$ cat src/rtl/vga_pkg.sv
// Shared sprite-core address map and motion-engine state encoding.
package vga_pkg;

  // Sprite core register map as seen on the write bus
  localparam int SPRITE_CTRL_ADDR = 0;
  localparam int SPRITE_X_ADDR    = 4;
  localparam int SPRITE_Y_ADDR    = 8;

  // Motion engine configuration registers
  localparam logic [2:0] CFG_CTRL   = 3'd0;
  localparam logic [2:0] CFG_DX     = 3'd1;
  localparam logic [2:0] CFG_DY     = 3'd2;
  localparam logic [2:0] CFG_X_INIT = 3'd3;
  localparam logic [2:0] CFG_Y_INIT = 3'd4;

  // Bounce engine sequencing
  typedef enum logic [1:0] {
    ST_IDLE = 2'd0,
    ST_CALC = 2'd1,
    ST_WR_X = 2'd2,
    ST_WR_Y = 2'd3
  } motion_state_e;

endpackage

$ cat src/rtl/video_sprite_bounce.sv
// One-axis bounce step: advance position by a signed 8-bit velocity and
// reflect off 0 and MAX. Velocity negation wraps in 8 bits (-128 stays -128).
module video_sprite_bounce #(
  parameter int MAX   = 608,
  parameter int POS_W = 11
) (
  input  logic [POS_W-1:0] pos,
  input  logic [7:0]       vel,
  output logic [POS_W-1:0] new_pos,
  output logic [7:0]       new_vel
);

  localparam int SW = POS_W + 2;
  localparam logic signed [SW-1:0] MAX_S = SW'(MAX);

  logic signed [SW-1:0] sum_s;

  assign sum_s = $signed({2'b00, pos}) + $signed({{(SW-8){vel[7]}}, vel});

  // Clamp to the screen edge and reverse direction when the step leaves the range
  always_comb begin
    new_pos = pos;
    new_vel = vel;
    if (sum_s[SW-1]) begin
      new_pos = {POS_W{1'b0}};
      new_vel = 8'd0 - vel;
    end else if (sum_s > MAX_S) begin
      new_pos = MAX_S[POS_W-1:0];
      new_vel = 8'd0 - vel;
    end else begin
      new_pos = sum_s[POS_W-1:0];
      new_vel = vel;
    end
  end

endmodule

$ cat src/rtl/video_sprite_motion_ctrl.sv
// Write-port controller for the sprite core: host writes pass straight
// through with priority, and a per-frame bounce engine injects x/y origin
// writes in the gaps.
module video_sprite_motion_ctrl
  import vga_pkg::*;
#(
  parameter int SPRITE_RAM_AW = 10,
  parameter int SPRITE_HSIZE  = 32,
  parameter int SPRITE_VSIZE  = 32,
  parameter int H_ACTIVE      = 640,
  parameter int V_ACTIVE      = 480,
  parameter int POS_W         = 11
) (
  input  logic                   clk,
  input  logic                   rst,
  input  logic                   frame_start,
  input  logic                   host_write,
  input  logic [SPRITE_RAM_AW:0] host_address,
  input  logic [31:0]            host_writedata,
  input  logic                   cfg_write,
  input  logic [2:0]             cfg_address,
  input  logic [31:0]            cfg_writedata,
  output logic                   avm_write,
  output logic [SPRITE_RAM_AW:0] avm_address,
  output logic [31:0]            avm_writedata,
  output logic                   busy
);

  localparam int BUS_AW = SPRITE_RAM_AW + 1;
  localparam int XMAX   = H_ACTIVE - SPRITE_HSIZE;
  localparam int YMAX   = V_ACTIVE - SPRITE_VSIZE;

  motion_state_e    state_r, state_nxt_s;
  logic             pending_r, pending_nxt_s, pending_s;
  logic             enable_r;
  logic [7:0]       dx_r, dy_r;
  logic [POS_W-1:0] x_r, y_r;
  logic [POS_W-1:0] wr_x_r, wr_y_r;
  logic [POS_W-1:0] calc_x_s, calc_y_s;
  logic [7:0]       calc_dx_s, calc_dy_s;

  logic              snoop_x_s, snoop_y_s;
  logic              cfg_ctrl_s, cfg_dx_s, cfg_dy_s, cfg_xi_s, cfg_yi_s;
  logic              eng_wr_s;
  logic [BUS_AW-1:0] eng_addr_s;
  logic [31:0]       eng_data_s;
  logic              avm_write_s;
  logic [BUS_AW-1:0] avm_address_s;
  logic [31:0]       avm_writedata_s;
  logic              busy_s;
  logic              unused_cfg_s;

  // Only the low POS_W bits of the config word carry position data
  assign unused_cfg_s = ^cfg_writedata[31:POS_W];

  assign snoop_x_s  = host_write && (host_address == BUS_AW'(SPRITE_X_ADDR));
  assign snoop_y_s  = host_write && (host_address == BUS_AW'(SPRITE_Y_ADDR));
  assign cfg_ctrl_s = cfg_write && (cfg_address == CFG_CTRL);
  assign cfg_dx_s   = cfg_write && (cfg_address == CFG_DX);
  assign cfg_dy_s   = cfg_write && (cfg_address == CFG_DY);
  assign cfg_xi_s   = cfg_write && (cfg_address == CFG_X_INIT);
  assign cfg_yi_s   = cfg_write && (cfg_address == CFG_Y_INIT);

  // A frame pulse in the current cycle counts as pending, so the engine starts one cycle sooner
  assign pending_s = pending_r | (frame_start & enable_r);

  video_sprite_bounce #(.MAX(XMAX), .POS_W(POS_W)) u_bounce_x (
    .pos     (x_r),
    .vel     (dx_r),
    .new_pos (calc_x_s),
    .new_vel (calc_dx_s)
  );

  video_sprite_bounce #(.MAX(YMAX), .POS_W(POS_W)) u_bounce_y (
    .pos     (y_r),
    .vel     (dy_r),
    .new_pos (calc_y_s),
    .new_vel (calc_dy_s)
  );

  // Engine sequencing: start on pending, then emit x and y writes only in host-free cycles
  always_comb begin
    state_nxt_s = state_r;
    eng_wr_s    = 1'b0;
    eng_addr_s  = {BUS_AW{1'b0}};
    eng_data_s  = 32'd0;
    case (state_r)
      ST_IDLE: begin
        if (enable_r && pending_s) state_nxt_s = ST_CALC;
        else                       state_nxt_s = ST_IDLE;
      end
      ST_CALC: begin
        state_nxt_s = ST_WR_X;
      end
      ST_WR_X: begin
        if (!host_write) begin
          eng_wr_s    = 1'b1;
          eng_addr_s  = BUS_AW'(SPRITE_X_ADDR);
          eng_data_s  = {{(32-POS_W){1'b0}}, wr_x_r};
          state_nxt_s = ST_WR_Y;
        end else begin
          state_nxt_s = ST_WR_X;
        end
      end
      ST_WR_Y: begin
        if (!host_write) begin
          eng_wr_s    = 1'b1;
          eng_addr_s  = BUS_AW'(SPRITE_Y_ADDR);
          eng_data_s  = {{(32-POS_W){1'b0}}, wr_y_r};
          state_nxt_s = ST_IDLE;
        end else begin
          state_nxt_s = ST_WR_Y;
        end
      end
      default: begin
        state_nxt_s = ST_IDLE;
      end
    endcase
  end

  // Pending queue of depth one: cleared when the update starts or the engine is disabled
  always_comb begin
    pending_nxt_s = pending_r;
    if (!enable_r) begin
      pending_nxt_s = 1'b0;
    end else if ((state_r == ST_IDLE) && pending_s) begin
      pending_nxt_s = 1'b0;
    end else if (frame_start) begin
      pending_nxt_s = 1'b1;
    end else begin
      pending_nxt_s = pending_r;
    end
  end

  // Bus mux (host first) and busy, which also covers the cycle the last engine write is on the bus
  always_comb begin
    avm_write_s     = 1'b0;
    avm_address_s   = {BUS_AW{1'b0}};
    avm_writedata_s = 32'd0;
    if (host_write) begin
      avm_write_s     = 1'b1;
      avm_address_s   = host_address;
      avm_writedata_s = host_writedata;
    end else if (eng_wr_s) begin
      avm_write_s     = 1'b1;
      avm_address_s   = eng_addr_s;
      avm_writedata_s = eng_data_s;
    end else begin
      avm_write_s     = 1'b0;
    end
    busy_s = (state_nxt_s != ST_IDLE) | pending_nxt_s | eng_wr_s;
  end

  // FSM state and pending flag
  always_ff @(posedge clk or posedge rst) begin
    if (rst) begin
      state_r   <= ST_IDLE;
      pending_r <= 1'b0;
    end else begin
      state_r   <= state_nxt_s;
      pending_r <= pending_nxt_s;
    end
  end

  // Engine datapath: host snoop beats config load beats the computed step
  always_ff @(posedge clk or posedge rst) begin
    if (rst) begin
      enable_r <= 1'b0;
      dx_r     <= 8'd0;
      dy_r     <= 8'd0;
      x_r      <= {POS_W{1'b0}};
      y_r      <= {POS_W{1'b0}};
      wr_x_r   <= {POS_W{1'b0}};
      wr_y_r   <= {POS_W{1'b0}};
    end else begin
      if (cfg_ctrl_s) enable_r <= cfg_writedata[0];

      if (cfg_dx_s)                  dx_r <= cfg_writedata[7:0];
      else if (state_r == ST_CALC)   dx_r <= calc_dx_s;

      if (cfg_dy_s)                  dy_r <= cfg_writedata[7:0];
      else if (state_r == ST_CALC)   dy_r <= calc_dy_s;

      if (snoop_x_s)                 x_r <= host_writedata[POS_W-1:0];
      else if (cfg_xi_s)             x_r <= cfg_writedata[POS_W-1:0];
      else if (state_r == ST_CALC)   x_r <= calc_x_s;

      if (snoop_y_s)                 y_r <= host_writedata[POS_W-1:0];
      else if (cfg_yi_s)             y_r <= cfg_writedata[POS_W-1:0];
      else if (state_r == ST_CALC)   y_r <= calc_y_s;

      // The in-flight write pair keeps its own copy so later snoops do not alter it
      if (state_r == ST_CALC) begin
        wr_x_r <= calc_x_s;
        wr_y_r <= calc_y_s;
      end
    end
  end

  // Registered bus outputs
  always_ff @(posedge clk or posedge rst) begin
    if (rst) begin
      avm_write     <= 1'b0;
      avm_address   <= {BUS_AW{1'b0}};
      avm_writedata <= 32'd0;
      busy          <= 1'b0;
    end else begin
      avm_write     <= avm_write_s;
      avm_address   <= avm_address_s;
      avm_writedata <= avm_writedata_s;
      busy          <= busy_s;
    end
  end

endmodule

$ cat config.mk
export PLATFORM = sky130hd
export DESIGN_NAME = video_sprite_motion_ctrl
export DESIGN_NICKNAME = d
export VERILOG_FILES = /design/src/rtl/vga_pkg.sv /design/src/rtl/video_sprite_bounce.sv /design/src/rtl/video_sprite_motion_ctrl.sv
export SDC_FILE = /design/constraint.sdc
export NUM_CORES = 1
export LEC_CHECK = 0
export ABC_AREA = 1
export CAP_MARGIN = 20
export CORE_ASPECT_RATIO = 0.5
export CORE_UTILIZATION = 34
export DETAILED_ROUTE_END_ITERATION = 8
export SETUP_SLACK_MARGIN = 0.2
export SKIP_LAST_GASP = 1
export SYNTH_ARGS = -nofsm -noshare
export SYNTH_HDL_FRONTEND = slang
export SYNTH_SLANG_ARGS = --single-unit
$ cat constraint.sdc
create_clock -name clk -period 6.2 [get_ports clk]
set_input_delay 1.86 -clock clk [delete_from_list [all_inputs] [get_ports clk]]
set_output_delay 1.86 -clock clk [all_outputs]
set_load 0.01 [all_outputs]
==> metrics.md <==
| Metric | Value |
|---|---|
| Run status | `finished clean` |
| Routed WL per cell | `14.1 um` |
| Max rail drop VDD | `0.186 mV` |
| Sum of net half-perimeters after detailed placement | `14.3 mm` |
| Flip-flop and latch count after synthesis | `109` |
| Cell area after synthesis | `6810 um^2` |
| Setup CP Type | `in2reg` |
| Peak clock frequency supported by timing | `227 MHz` |
| # nets final | `1,176` |
| Post-Syn Nets | `1,084` |
| Final count of pins violating max slew | `0` |
| Max Clock Skew | `12.9 ps` |
| Number of global-route vias before repair | `6,051` |
| Number of buffers added by the clock tree synthesis step | `9` |
| Global placer's final weighted congestion | `0.859` |
| Detailed Route WL | `18.9 mm` |
| Vias | `6,405` |
| Mean number of vias per cell | `4.79` |
| Overflow after GRT | `0` |
| Maximum number of pins on one net before global-route repair | `76` |
| Syn avg cell area | `7.00 um^2` |
| Area of the core | `19,500 um^2` |
| Final antenna-violating net count | `0` |
| Combined global-route utilization of all metal layers | `18.9%` |
| Die area | `20,600 um^2` |
| Area of the multi-input gates | `3260 um^2` |
| CP endpoint kind | `flop` |
| Antenna violations before repair | `0` |
| Unrepaired setup endpoints after global routing | `no` |
| Buffer levels on the longest clock path | `2` |
| Number of cells produced by synthesis | `973` |
| Post-synthesis async set-or-reset flop share | `100%` |
| Clock-pin slew reported for the worst setup and hold paths after clock tree synthesis | `90 ps` |
| Flop-to-flop setup slack | `2950 ps` |
| Max-slew headroom at the worst pin | `43.4%` |
| Post-layout worst setup margin | `1790 ps` |
| Cell leakage power | `0.00455 uW` |
| Number of enable-type register cells in the synthesized netlist | `0` |
| Worst Path Max Fanout | `23` |
| Buffers on Ports | `106` |
| Setup TNS Final | `0 ps` |
| Post-CTS setup buffers | `0` |
| Worst flop-to-flop path startpoint | `dy_r[0]` |
| Number of clock sinks seen by CTS | `109` |
| Required time of the worst setup path | `6440 ps` |
| Worst min-delay path endpoint | `wr_y_r[4]` |
| Part of the Yosys area used for sequential elements | `40.1%` |
| Launch point of the worst hold path | `wr_y_r[4]` |
| CTS hold repair buffers | `0` |
| Number of fillers in the final layout | `2,014` |
| Final Cycle Share | `71.2%` |
| Detailed-route DRC error count | `0` |
| Count of distinct cell types in the synthesized netlist | `38` |
| Path type of the worst min-delay path | `reg2reg` |
| Arrival time reported for the critical path endpoint | `4660 ps` |
| Final count of negative-setup-slack endpoints | `0` |
| Die width | `202 um` |
| # Max-Cap Violations | `0` |
| DR pass1 iterations | `5` |
| Share of layout cells above drive strength 1 | `4.67%` |
| Worst Hold Depth | `2` |
| Total of warnings raised by yosys | `0` |
| Worst setup slack after placement | `1440 ps` |
| CTS tree | `built` |
| Starting utilization of the core area | `34.8%` |
| Hold Vio Cnt, Final | `0` |
| Kind of start point of the critical path | `input port` |
| Count of H-tree levels built during CTS | `3` |
| Total I/O pin count | `128` |
| R2r endpoint | `dy_r[6]` |
| Number of DRC violations after detailed-routing iteration 0 | `494` |
| Time the worst path needs with I/O delays and setup | `4410 ps` |
| Clock network latency to the later pin of the worst-skew pair | `360 ps` |
| # resized after CTS | `0` |
| Area Overhead vs Synth | `23.7%` |
| Wire length of the first global-routing pass | `30.7 mm` |
| Cell at the root of the clock tree | `clkbuf_16` |
| Pwr per Cell Area | `439 nW/um^2` |
| Synth Flop Type | `dfrtp_1` |
| Std-Cell Rows | `36` |
| Flip-flop and latch area | `2730 um^2` |
| Die Y | `102 um` |
| Worst r2r path cells | `16` |
| Slew of the pin with the lowest slew margin | `846 ps` |
cell type report:
cell class,count,share of cell area [%]
Clock inverter,7,0.995
Clock buffer,9,2.67
Inverter,179,8.01
Tap cell,266,3.95
Multi-Input combinational cell,655,38.7
Antenna cell,1,0.0297
Sequential cell,109,32.4
Timing Repair Buffer,111,13.3
kinds of logic after synthesis:
| logic type | share of synthesized area (%) |
|---|---|
| and+or+nand+nor | 33.5 |
| buffers and inverters | 12.1 |
| DFF | 40.1 |
| AOI/OAI and AO/OA | 8.38 |
| adders and majority gates | 5.37 |
| xor gates and xnor gates | 0.643 |
power breakdown:
| group | switching, uW | total (uW) | internal (uW) |
|---|---|---|---|
| Clock | 292 | 613 | 321 |
| Sequential | 189 | 1080 | 890 |
| Combinational | 1290 | 2010 | 720 |
| Total | 1770 | 3700 | 1930 |
cell usage in the layout (no fill, tap or decap), types with 11 or more instances in the layout:
cell / instances
clkdlybuf4s50_1: 106
nand3_1: 119
o21ai_0: 62
nor2_1: 37
o22ai_1: 11
dfrtp_1: 109
inv_1: 171
nand4_1: 13
a21oi_1: 14
nand2_1: 309
ha_1: 26
worst max path at each step:
stage                     startpoint             end  slack (ps)
after global routing      host_write          y_r[5]        1460
after global placement    host_write         y_r[10]        1450
after CTS                 host_write          y_r[7]        1790
after floorplan                  rst  avm_address[0]        1470
final                     host_write          y_r[1]        1790
after detailed placement  host_write          y_r[1]        1440
cells in the mapped netlist, types with 2 or more instances:
cell type  count  area share [%]
a21oi_1       14             1.0
a21oi_2        2            0.26
a31oi_1        4            0.37
buf_2          7            0.51
buf_4          4            0.44
buf_6          2            0.33
clkbuf_1      17            0.94
clkinv_1       5            0.28
dfrtp_1      109              40
fa_1           2            0.59
ha_1          26             4.8
inv_1        172             9.5
inv_2          2            0.11
nand2_1      309              17
nand2_2        6            0.55
nand2_4        2            0.33
nand3_1      119             8.7
nand3_2        8             1.2
nand3b_1       8            0.88
nand4_1       13             1.2
nor2_1        37             2.0
nor2_2         2            0.18
nor3_1         4            0.29
nor3_2         2            0.29
o21ai_0       62             4.6
o21ai_1        6            0.44
o221ai_1       3            0.39
o22ai_1       11             1.0
or2_2          3            0.28
xnor2_1        4            0.51
critical path, cell delays in order:
cell and delay (ps):
clkdlybuf4s50_1 720, nand2_1 200, nor3_1 70, nand2_1 570, nand3_1 760, nand3_1 270, inv_1 60, nand2_1 70
nand2_1 60
routing by layer:
layer | GRT usage, % | part of all wire [%] | wire length, um | vias up
li1 | - | - | - | 3246
met1 | 26.2 | 49 | 9250 | 3020
met2 | 31.0 | 46 | 8660 | 119
met3 | 3.22 | 3.8 | 719 | 20
met4 | 4.86 | 1.3 | 246 | 0
met5 | 0 | 0 | 0 | -
registers in the layout, indices dropped and copies added (netlist names), 2 cells and up:
| signal | flops |
|---|---|
| avm_writedata | 32 |
| avm_address | 11 |
| wr_x_r | 11 |
| wr_y_r | 11 |
| x_r | 11 |
| y_r | 11 |
| dx_r | 8 |
| dy_r | 8 |
| state_r | 2 |
per-stage QoR:
stage | power [uW] | utilization, % | cell area [um^2] | std cells | hold WS [ps]
global route | 4080 | 43.1 | 8420 | 1336 | 528
global placement | 3040 | 41.4 | 8080 | 1319 | 470
floorplan | 2600 | - | 6810 | 973 | 453
detailed placement | 3080 | 41.4 | 8080 | 1319 | 475
finish | 3700 | 43.1 | 8420 | 1337 | 495
CTS | 3710 | 42.9 | 8390 | 1335 | 494
Power figures use the tool's default switching activity.
